## src/rtl/axi_lite_pkg.sv

```systemverilog
// axi_lite_pkg: shared AXI4-Lite types for the command master and its benches.
package axi_lite_pkg;

    typedef enum logic [1:0] {OKAY = 2'd0, EXOKAY = 2'd1, SLVERR = 2'd2, DECERR = 2'd3} resp_t;

    typedef enum logic [2:0] {IDLE, RADDR, RDATA, WRITE, WRESP, RSP} state_t;

    // Structs are sized for the widest legal configuration; narrower masters use the low bits.
    localparam int MAX_ADDR_W = 64;
    localparam int MAX_DATA_W = 64;
    localparam int MAX_LAT_W  = 16;

    typedef struct packed {
        logic                    write;
        logic [MAX_ADDR_W-1:0]   addr;
        logic [MAX_DATA_W-1:0]   wdata;
        logic [MAX_DATA_W/8-1:0] wstrb;
    } cmd_t;

    typedef struct packed {
        logic                  write;
        logic [MAX_DATA_W-1:0] rdata;
        resp_t                 resp;
        logic [MAX_LAT_W-1:0]  lat;
    } rsp_t;

endpackage

```

## src/rtl/axi_lite_sat_counter.sv

```systemverilog
// axi_lite_sat_counter: clearable up-counter that sticks at its all-ones value.
module axi_lite_sat_counter #(
    parameter int WIDTH = 8
) (
    input  logic             clk_i,
    input  logic             rst_ni,
    input  logic             clear_i,
    input  logic             en_i,
    output logic [WIDTH-1:0] count_o
);

    logic [WIDTH-1:0] count_q;
    logic [WIDTH-1:0] count_d;

    always_comb begin
        count_d = count_q;
        if (clear_i)
            count_d = '0;
        else if (en_i && count_q != '1)
            count_d = count_q + 1'b1;
    end

    always_ff @(posedge clk_i or negedge rst_ni) begin
        if (!rst_ni)
            count_q <= '0;
        else
            count_q <= count_d;
    end

    assign count_o = count_q;

endmodule

```

## src/rtl/axi_lite_cmd_master.sv

```systemverilog
// axi_lite_cmd_master: single-outstanding AXI4-Lite master fed by a command stream,
// returning data, response code and latency on a handshaked response stream.
module axi_lite_cmd_master
    import axi_lite_pkg::*;
#(
    parameter int ADDR_W = 12,
    parameter int DATA_W = 32,
    parameter int LAT_W  = 8,
    parameter int STRB_W = DATA_W / 8
) (
    input  logic              aclk,
    input  logic              areset_n,
    input  logic              cmd_valid,
    output logic              cmd_ready,
    input  logic              cmd_write,
    input  logic [ADDR_W-1:0] cmd_addr,
    input  logic [DATA_W-1:0] cmd_wdata,
    input  logic [STRB_W-1:0] cmd_wstrb,
    output logic              rsp_valid,
    input  logic              rsp_ready,
    output logic              rsp_write,
    output logic [DATA_W-1:0] rsp_rdata,
    output logic [1:0]        rsp_resp,
    output logic [LAT_W-1:0]  rsp_lat,
    output logic [ADDR_W-1:0] awaddr,
    output logic [2:0]        awprot,
    output logic              awvalid,
    input  logic              awready,
    output logic [DATA_W-1:0] wdata,
    output logic [STRB_W-1:0] wstrb,
    output logic              wvalid,
    input  logic              wready,
    input  logic [1:0]        bresp,
    input  logic              bvalid,
    output logic              bready,
    output logic [ADDR_W-1:0] araddr,
    output logic [2:0]        arprot,
    output logic              arvalid,
    input  logic              arready,
    input  logic [DATA_W-1:0] rdata,
    input  logic [1:0]        rresp,
    input  logic              rvalid,
    output logic              rready
);

    state_t            state_q, state_d;
    logic [ADDR_W-1:0] addr_q, addr_d;
    logic [DATA_W-1:0] wdata_q, wdata_d;
    logic [STRB_W-1:0] wstrb_q, wstrb_d;
    logic              write_q, write_d;
    logic              aw_done_q, aw_done_d;
    logic              w_done_q, w_done_d;
    logic [DATA_W-1:0] rsp_rdata_q, rsp_rdata_d;
    resp_t             rsp_resp_q, rsp_resp_d;
    logic              awvalid_q, wvalid_q, arvalid_q, rready_q, bready_q, rsp_valid_q;
    logic              lat_clear;
    logic              lat_en;

    always_comb begin
        state_d     = state_q;
        addr_d      = addr_q;
        wdata_d     = wdata_q;
        wstrb_d     = wstrb_q;
        write_d     = write_q;
        aw_done_d   = aw_done_q;
        w_done_d    = w_done_q;
        rsp_rdata_d = rsp_rdata_q;
        rsp_resp_d  = rsp_resp_q;
        lat_clear   = 1'b0;
        case (state_q)
            IDLE: if (cmd_valid) begin
                addr_d    = cmd_addr;
                wdata_d   = cmd_wdata;
                wstrb_d   = cmd_wstrb;
                write_d   = cmd_write;
                aw_done_d = 1'b0;
                w_done_d  = 1'b0;
                lat_clear = 1'b1;
                state_d   = cmd_write ? WRITE : RADDR;
            end
            RADDR: if (arready) state_d = RDATA;
            RDATA: if (rvalid) begin
                rsp_rdata_d = rdata;
                rsp_resp_d  = resp_t'(rresp);
                state_d     = RSP;
            end
            WRITE: begin
                if (awvalid_q && awready) aw_done_d = 1'b1;
                if (wvalid_q && wready) w_done_d = 1'b1;
                if (aw_done_d && w_done_d) state_d = WRESP;
            end
            WRESP: if (bvalid) begin
                rsp_rdata_d = '0;
                rsp_resp_d  = resp_t'(bresp);
                state_d     = RSP;
            end
            RSP: if (rsp_ready) state_d = IDLE;
            default: state_d = IDLE;
        endcase
    end

    // Valid/ready outputs are registered by decoding the next state.
    always_ff @(posedge aclk or negedge areset_n) begin
        if (!areset_n) begin
            state_q     <= IDLE;
            addr_q      <= '0;
            wdata_q     <= '0;
            wstrb_q     <= '0;
            write_q     <= 1'b0;
            aw_done_q   <= 1'b0;
            w_done_q    <= 1'b0;
            rsp_rdata_q <= '0;
            rsp_resp_q  <= OKAY;
            awvalid_q   <= 1'b0;
            wvalid_q    <= 1'b0;
            arvalid_q   <= 1'b0;
            rready_q    <= 1'b0;
            bready_q    <= 1'b0;
            rsp_valid_q <= 1'b0;
        end else begin
            state_q     <= state_d;
            addr_q      <= addr_d;
            wdata_q     <= wdata_d;
            wstrb_q     <= wstrb_d;
            write_q     <= write_d;
            aw_done_q   <= aw_done_d;
            w_done_q    <= w_done_d;
            rsp_rdata_q <= rsp_rdata_d;
            rsp_resp_q  <= rsp_resp_d;
            awvalid_q   <= (state_d == WRITE) && !aw_done_d;
            wvalid_q    <= (state_d == WRITE) && !w_done_d;
            arvalid_q   <= (state_d == RADDR);
            rready_q    <= (state_d == RDATA);
            bready_q    <= (state_d == WRESP);
            rsp_valid_q <= (state_d == RSP);
        end
    end

    // Count every edge after acceptance through the R/B handshake edge.
    assign lat_en = (state_q == RADDR) || (state_q == RDATA) || (state_q == WRITE) || (state_q == WRESP);

    axi_lite_sat_counter #(.WIDTH(LAT_W)) u_lat (
        .clk_i   (aclk),
        .rst_ni  (areset_n),
        .clear_i (lat_clear),
        .en_i    (lat_en),
        .count_o (rsp_lat)
    );

    assign cmd_ready = (state_q == IDLE) && areset_n;
    assign rsp_valid = rsp_valid_q;
    assign rsp_write = write_q;
    assign rsp_rdata = rsp_rdata_q;
    assign rsp_resp  = rsp_resp_q;
    assign awaddr    = addr_q;
    assign araddr    = addr_q;
    assign awprot    = 3'b000;
    assign arprot    = 3'b000;
    assign awvalid   = awvalid_q;
    assign wdata     = wdata_q;
    assign wstrb     = wstrb_q;
    assign wvalid    = wvalid_q;
    assign arvalid   = arvalid_q;
    assign rready    = rready_q;
    assign bready    = bready_q;

endmodule

```

## config.mk

```make
export PLATFORM = sky130hd
export DESIGN_NAME = axi_lite_cmd_master
export DESIGN_NICKNAME = d
export VERILOG_FILES = /design/src/rtl/axi_lite_pkg.sv /design/src/rtl/axi_lite_sat_counter.sv /design/src/rtl/axi_lite_cmd_master.sv
export SDC_FILE = /design/constraint.sdc
export NUM_CORES = 1
export LEC_CHECK = 0
export CORE_ASPECT_RATIO = 0.8
export CORE_UTILIZATION = 30
export CTS_BUF_LIST = sky130_fd_sc_hd__clkbuf_8
export DETAILED_ROUTE_END_ITERATION = 6
export PLACE_DENSITY_LB_ADDON = 0.1
export SYNTH_ARGS = -nofsm -noshare
export SYNTH_HDL_FRONTEND = slang
export SYNTH_HIERARCHICAL = 1
export SYNTH_SLANG_ARGS = --single-unit
export TNS_END_PERCENT = 30
```

## constraint.sdc

```tcl
create_clock -name aclk -period 4.75 [get_ports aclk]
set_input_delay 0.475 -clock aclk [delete_from_list [all_inputs] [get_ports aclk]]
set_output_delay 0.475 -clock aclk [all_outputs]
set_load 0.02 [all_outputs]
```

# Yosys cells after proc, flatten, opt, wreduce, memory -nomap -nowiden

Index checks and enable logic that the tools add are counted.

Logic and storage cells: 73
Bits in registers: 102
Output and inout port bits: 116
Bits of input ports: 94

Equality and inequality tests: 13
Mux-type cells: 26
Add/subtract/negate cells: 1
Reductions and logical operators: 17

Operator list:

| operator            | count |
|---|---|
| $mux 32             | 2 |
| $pmux 32 s2         | 1 |
| $mux 3              | 6 |
| $pmux 3 s6          | 1 |
| $mux 8              | 2 |
| $eq 3x2->1 const B  | 4 |
| $eq 3x3->1 const B  | 4 |
| $add 8x1->8 const B | 1 |
| $mux 1              | 8 |
| $ne 8x8->1 const B  | 1 |
| $logic_and 1x1->1   | 7 |
| $eq 3x1->1 const B  | 2 |
| $mux 2              | 3 |
| $ne 2x2->1 const B  | 2 |
| $pmux 1 s2          | 2 |
| $pmux 2 s2          | 1 |
| $reduce_bool 2->1   | 2 |
| $logic_not 3->1     | 1 |
| $logic_or 1x1->1    | 3 |
| $reduce_and 3->1    | 1 |
| $logic_not 1->1     | 2 |
| $reduce_and 2->1    | 1 |

# Longest topological paths before layout

Word-level depth: 8
Gate-level depth with buffers: 7
Gate-level depth less buffers: 5

# By module

The synthesis kept the hierarchy.

By module, submodules not included:

| module               | times used | area an instance (µm²) | cells an instance | sequential area each (µm²) |
|---|---|---|---|---|
| axi_lite_cmd_master  | 1          | 3806.2                 | 254               | 2352.3 |
| axi_lite_sat_counter | 1          | 464.2                  | 49                | 200.2 |

# Least setup slack after synthesis

Ideal clock, no wire load.

Kind: register to register
Start: reg state_q[0]
End: reg u_lat.count_q[0] (netlist: u_lat/count_o[0])
Buffers on the path: 3
Setup slack: 2798 ps
Cell stages (with the launch flop): 7
Arrival: 1827 ps
Clock period less this slack: 1952 ps
Data required time: 4625 ps
Library setup time: 125 ps
Path through: dfrtp_1 -> buf_6 -> nor4b_4 -> buf_6 -> clkbuf_1 -> nor2_1 -> mux2_2

Elaborated cells between the ends (all ways): 12
Those cells by class: eq/ne: 4; mux: 2; reduce/logical: 6

RTL lines:

| what                                        | RTL line                   | source |
|---|---|---|
| start: declaration                          | axi_lite_cmd_master.sv:46  | `state_t state_q, state_d;` |
| start signal: assignment                    | axi_lite_cmd_master.sv:121 | `state_q <= state_d;` |
| $logic_not 3->1 (*)                         | axi_lite_cmd_master.sv:70  | `case (state_q)` |
| $mux 1 (*)                                  | axi_lite_cmd_master.sv:70  |  |
| named net lat_clear                         | axi_lite_cmd_master.sv:56  | `logic lat_clear;` |
| $mux 8 or $reduce_bool 2->1 (tied branches) | n/a                        |  |
| end signal: assignment                      | axi_lite_sat_counter.sv:27 | `count_q <= count_d;` |
| end: declaration                            | axi_lite_sat_counter.sv:12 | `logic [WIDTH-1:0] count_q;` |

The timed path passes the listed nets; every way through them passes the cells marked *.
A chain may end at the register's enable or synchronous reset.

# Final worst setup path

Start: reg state_q[2]
End: reg arvalid_q (netlist: arvalid)

Word-level cells in the longest chain between the ends: 3
Elaborated cells between the ends (all ways): 14
Those cells by class: eq/ne: 6; mux: 7; reduce/logical: 1

RTL lines:

| what                                     | RTL line                   | source |
|---|---|---|
| $eq 3x3->1, or another cell as far along | axi_lite_cmd_master.sv:70  |  |
| $pmux 3 s6 (*)                           | axi_lite_cmd_master.sv:70  |  |
| named net state_d[0]                     | axi_lite_cmd_master.sv:46  |  |
| $eq 3x1->1 (*)                           | axi_lite_cmd_master.sv:132 | `arvalid_q <= (state_d == RADDR);` |
| end signal: assignment                   | axi_lite_cmd_master.sv:132 |  |
| end: declaration                         | axi_lite_cmd_master.sv:55  | `logic awvalid_q, wvalid_q, arvalid_q, rready_q, bready_q, rsp_valid_q;` |

Marked as above.

==> impl_metrics.xml <==
<?xml version="1.0" encoding="UTF-8"?>
<metrics>
  <group name="clocking">
    <metric name="h-tree-depth" unit="">3</metric>
    <metric name="cts_tree" unit="">done</metric>
    <metric name="clk_latency" unit="ps">360</metric>
    <metric name="cts.hold.buffers_added" unit="">0</metric>
    <metric name="post_cts.resized_instances" unit="">0</metric>
    <metric name="post_cts_buffers" unit="">0</metric>
    <metric name="clockBufferDepth" unit="">2</metric>
    <metric name="clk_pin_slew" unit="ps">90</metric>
    <metric name="clock_sink_count" unit="">102</metric>
    <metric name="cts_buffers" unit="">9</metric>
    <metric name="root_buffer" unit="">sky130_fd_sc_hd__clkbuf_8</metric>
  </group>
  <group name="pwr">
    <metric name="power_leakage" unit="nW">2.78</metric>
    <metric name="ir_drop" unit="V">0.000280</metric>
    <metric name="power_per_cell_area" unit="mW/mm^2">703</metric>
    <metric name="report.power.total" unit="mW">4.57</metric>
  </group>
  <group name="synth">
    <metric name="syn_avg_cell_area" unit="sq um">14.1</metric>
    <metric name="synth-seq-cells" unit="">102</metric>
    <metric name="yosysSeqAreaShare" unit="%">59.8</metric>
    <metric name="netlist-cell-type-count" unit="">43</metric>
    <metric name="synthesis.yosys.warnings" unit="">6</metric>
    <metric name="synth_area" unit="sq mm">0.00427</metric>
    <metric name="post_synth_inst_count" unit="">303</metric>
  </group>
  <group name="setup_path">
    <metric name="crit_path_cell_trace" unit="">nand3b_1 &gt; a21o_1 &gt; o211ai_1 &gt; and4_1</metric>
    <metric name="slowest_delay" unit="ps">910</metric>
    <metric name="cp-end-kind" unit="">flop</metric>
    <metric name="timing.critical_path.arrival" unit="ps">2750</metric>
    <metric name="timing.critical_path.buf_inv" unit="">0</metric>
    <metric name="cp_slowest_cell" unit="">sky130_fd_sc_hd__a21o_1</metric>
    <metric name="cp.required" unit="ps">5010</metric>
    <metric name="start_kind" unit="">flop</metric>
    <metric name="cpLargestDelayFamily" unit="">compound AO/OA/AOI/OAI gates</metric>
    <metric name="critPathMaxFanout" unit="">37</metric>
    <metric name="worst-setup-path-type" unit="">reg -&gt; reg</metric>
  </group>
  <group name="timing">
    <metric name="fmax" unit="GHz">0.401</metric>
    <metric name="final_min_period_over_clock_period" unit="%">52.5</metric>
    <metric name="setup_tns" unit="ps">0</metric>
    <metric name="tightestPinTransition" unit="ps">1170</metric>
    <metric name="report.final.setup_viol" unit="">0</metric>
    <metric name="layout_min_cycle_time" unit="ps">2490</metric>
    <metric name="report.final.slew_viol_count" unit="">0</metric>
    <metric name="final_hold_viol_count" unit="">0</metric>
    <metric name="timing.slew.headroom" unit="%">21.7</metric>
    <metric name="skew" unit="ps">9.30</metric>
    <metric name="rsz_0062_raised_after_global_routing" unit="">false</metric>
  </group>
  <group name="status">
    <metric name="run_status" unit="">finished, final reports clean</metric>
  </group>
  <group name="finish">
    <metric name="final_layout_size_suffix_gt1_share" unit="%">14.0</metric>
    <metric name="final_common_cell" unit="">sky130_fd_sc_hd__clkdlybuf4s50_1</metric>
    <metric name="area.growth.synth_to_final" unit="%">52.3</metric>
    <metric name="n_antenna_cell" unit="">0</metric>
    <metric name="finalInstanceArea" unit="sq mm">0.00650</metric>
    <metric name="final_net_count" unit="">584</metric>
    <metric name="fillcell_total" unit="">1236</metric>
    <metric name="final_core_utilization" unit="%">47.3</metric>
    <metric name="mostFrequentLayoutCells" unit="">sky130_fd_sc_hd__clkdlybuf4s50_1 (202), sky130_fd_sc_hd__dfrtp_1 (102), sky130_fd_sc_hd__a22o_1 (32)</metric>
  </group>
  <group name="global_routing">
    <metric name="grt_pass1_wl" unit="mm">16.8</metric>
    <metric name="first_global_vias" unit="">3119</metric>
    <metric name="peak_usage_layer_in_the_global_routing_report" unit="">met2</metric>
    <metric name="grtUsageMet1" unit="%">19.4</metric>
    <metric name="global_route_track_usage_on_met2" unit="%">23.0</metric>
    <metric name="grt_util_all_layers" unit="%">15.1</metric>
    <metric name="initial_antenna_violation_count" unit="">0</metric>
    <metric name="largest_net_degree_at_the_start_of_global_routing" unit="">65</metric>
    <metric name="met3_usage" unit="%">6.14</metric>
    <metric name="grt_remaining_overflow" unit="">0</metric>
  </group>
  <group name="placed_design">
    <metric name="hpwl" unit="mm">7.42</metric>
    <metric name="gpl.final_weighted_congestion" unit="">0.712</metric>
    <metric name="placed_cell_area" unit="sq mm">0.00632</metric>
    <metric name="placement.io_buffers" unit="">203</metric>
  </group>
  <group name="drt">
    <metric name="detail_route.iter0.violations" unit="">79</metric>
    <metric name="wl_per_cell" unit="microns">16.0</metric>
    <metric name="drt.antenna.violating_nets" unit="">0</metric>
    <metric name="drt_pre_antenna_iters" unit="">4</metric>
    <metric name="drt-total-wl" unit="mm">10.8</metric>
    <metric name="drt_drc_violations_left" unit="">0</metric>
    <metric name="dr_total_vias" unit="">3077</metric>
    <metric name="via_density_per_instance" unit="">4.57</metric>
  </group>
  <group name="job">
    <metric name="maxCapViolCount" unit="">0</metric>
  </group>
  <group name="floorplan">
    <metric name="rows" unit="">38</metric>
    <metric name="core" unit="sq mm">0.0137</metric>
    <metric name="start_util" unit="%">31.1</metric>
    <metric name="ioPinCount" unit="">210</metric>
    <metric name="die_w" unit="microns">135</metric>
    <metric name="dieArea" unit="sq mm">0.0147</metric>
    <metric name="die_y" unit="microns">109</metric>
  </group>
  <group name="worst_hold_path">
    <metric name="holdCritPathClass" unit="">in -&gt; async</metric>
  </group>
</metrics>
==> through the flow <==
step	instances	worst slack [ps]	hold slack (ps)
floorplan	308	2800	179
global placement	658	2100	465
detailed placement	658	2050	473
CTS	673	2240	93.0
global route	673	2000	104
finish	673	2260	87.5
==> worst reg2reg max path, cell delays in order (launching register included) <==
cell                       delay [ps]
sky130_fd_sc_hd__dfrtp_1          670
sky130_fd_sc_hd__nand3b_1         180
sky130_fd_sc_hd__a21o_1           910
sky130_fd_sc_hd__o211ai_1         330
sky130_fd_sc_hd__and4_1           300
==> per-layer routing <==
metal,up-vias,part of all wire [%]
li1,1436,-
met1,1500,45
met2,128,45
met3,13,8.7
met4,0,1.2
met5,-,0
==> cell families after synthesis <==
group | share of synthesized area, %
xor gates and xnor gates | 0.205
other | 0.0878
AOI/OAI and AO/OA | 9.76
adders and majority gates | 0.293
buffers and inverters | 6.42
and+or+nand+nor | 7.33
muxes | 16.1
DFF | 59.8
==> power breakdown <==
part	switching [mW]	total [mW]	leakage (nW)	internal, mW
Sequential	0.291	1.58	1.27	1.29
Combinational	1.14	2.46	1.41	1.32
Clock	0.287	0.535	0.107	0.249
==> flip-flops by register name, indices dropped and copies added (netlist names), 2 cells and up <==
signal	flops
state_q	3
rsp_resp	2
wstrb	4
u_lat/count_o	8
wdata	32
rsp_rdata	32
araddr	12
==> cell usage after synthesis (all sizes together) <==
master,count,share of area (%)
a21oi,7,0.82
or3,1,0.15
a2111oi,1,0.21
nor4,1,0.15
mux2i,4,0.94
nand3b,2,0.35
nand2,5,0.44
nor4bb,2,0.47
and3,1,0.15
nand4,1,0.15
o21ai,4,0.47
buf,31,5.6
a31oi,3,0.44
mux2,51,15
clkbuf,5,0.44
nor4b,3,0.97
o211ai,1,0.18
conb,1,0.088
ha,1,0.29
a41oi,1,0.21
a22o,32,6.6
nand3,3,0.47
a21o,1,0.18
nor3b,4,0.70
xnor2,1,0.21
nor3,5,0.59
nor2,10,0.88
and3b,1,0.21
nand2b,3,0.44
dfrtp,102,60
a211oi,1,0.18
inv,4,0.35
nor2b,4,0.59
and4,3,0.64
a21boi,3,0.53
==> area by class of cell <==
type / instances / area (sq um) / area share (%)
multi-input combinational: 166 / 1480 / 22.7
sequential: 102 / 2550 / 39.2
clock inverter: 5 / 45.0 / 0.692
timing repair buffer: 206 / 2050 / 31.5
tap: 180 / 225 / 3.46
inverter: 4 / 15.0 / 0.231
clock buffer: 10 / 138 / 2.12
==> path summary, 6_finish.rpt <==
path | from | to | slack, ps | cells after the start
worst max-delay path | state_q[2]$_DFF_PN0_ | arvalid$_DFF_PN0_ | 2260 | 4
worst min-delay path | areset_n | wdata[5]$_DFFE_PN0P_ | 90 | 1
worst max register to register | state_q[2]$_DFF_PN0_ | arvalid$_DFF_PN0_ | 2260 | 4
worst min register to register | rsp_resp[1]$_DFFE_PN0P_ | rsp_resp[1]$_DFFE_PN0P_ | 480 | 2
max in group asynchronous | areset_n | wdata[12]$_DFFE_PN0P_ | 3470 | 2
min in group aclk | rsp_resp[1]$_DFFE_PN0P_ | rsp_resp[1]$_DFFE_PN0P_ | 480 | 2
No activity file was read; power rests on OpenSTA's default activity.
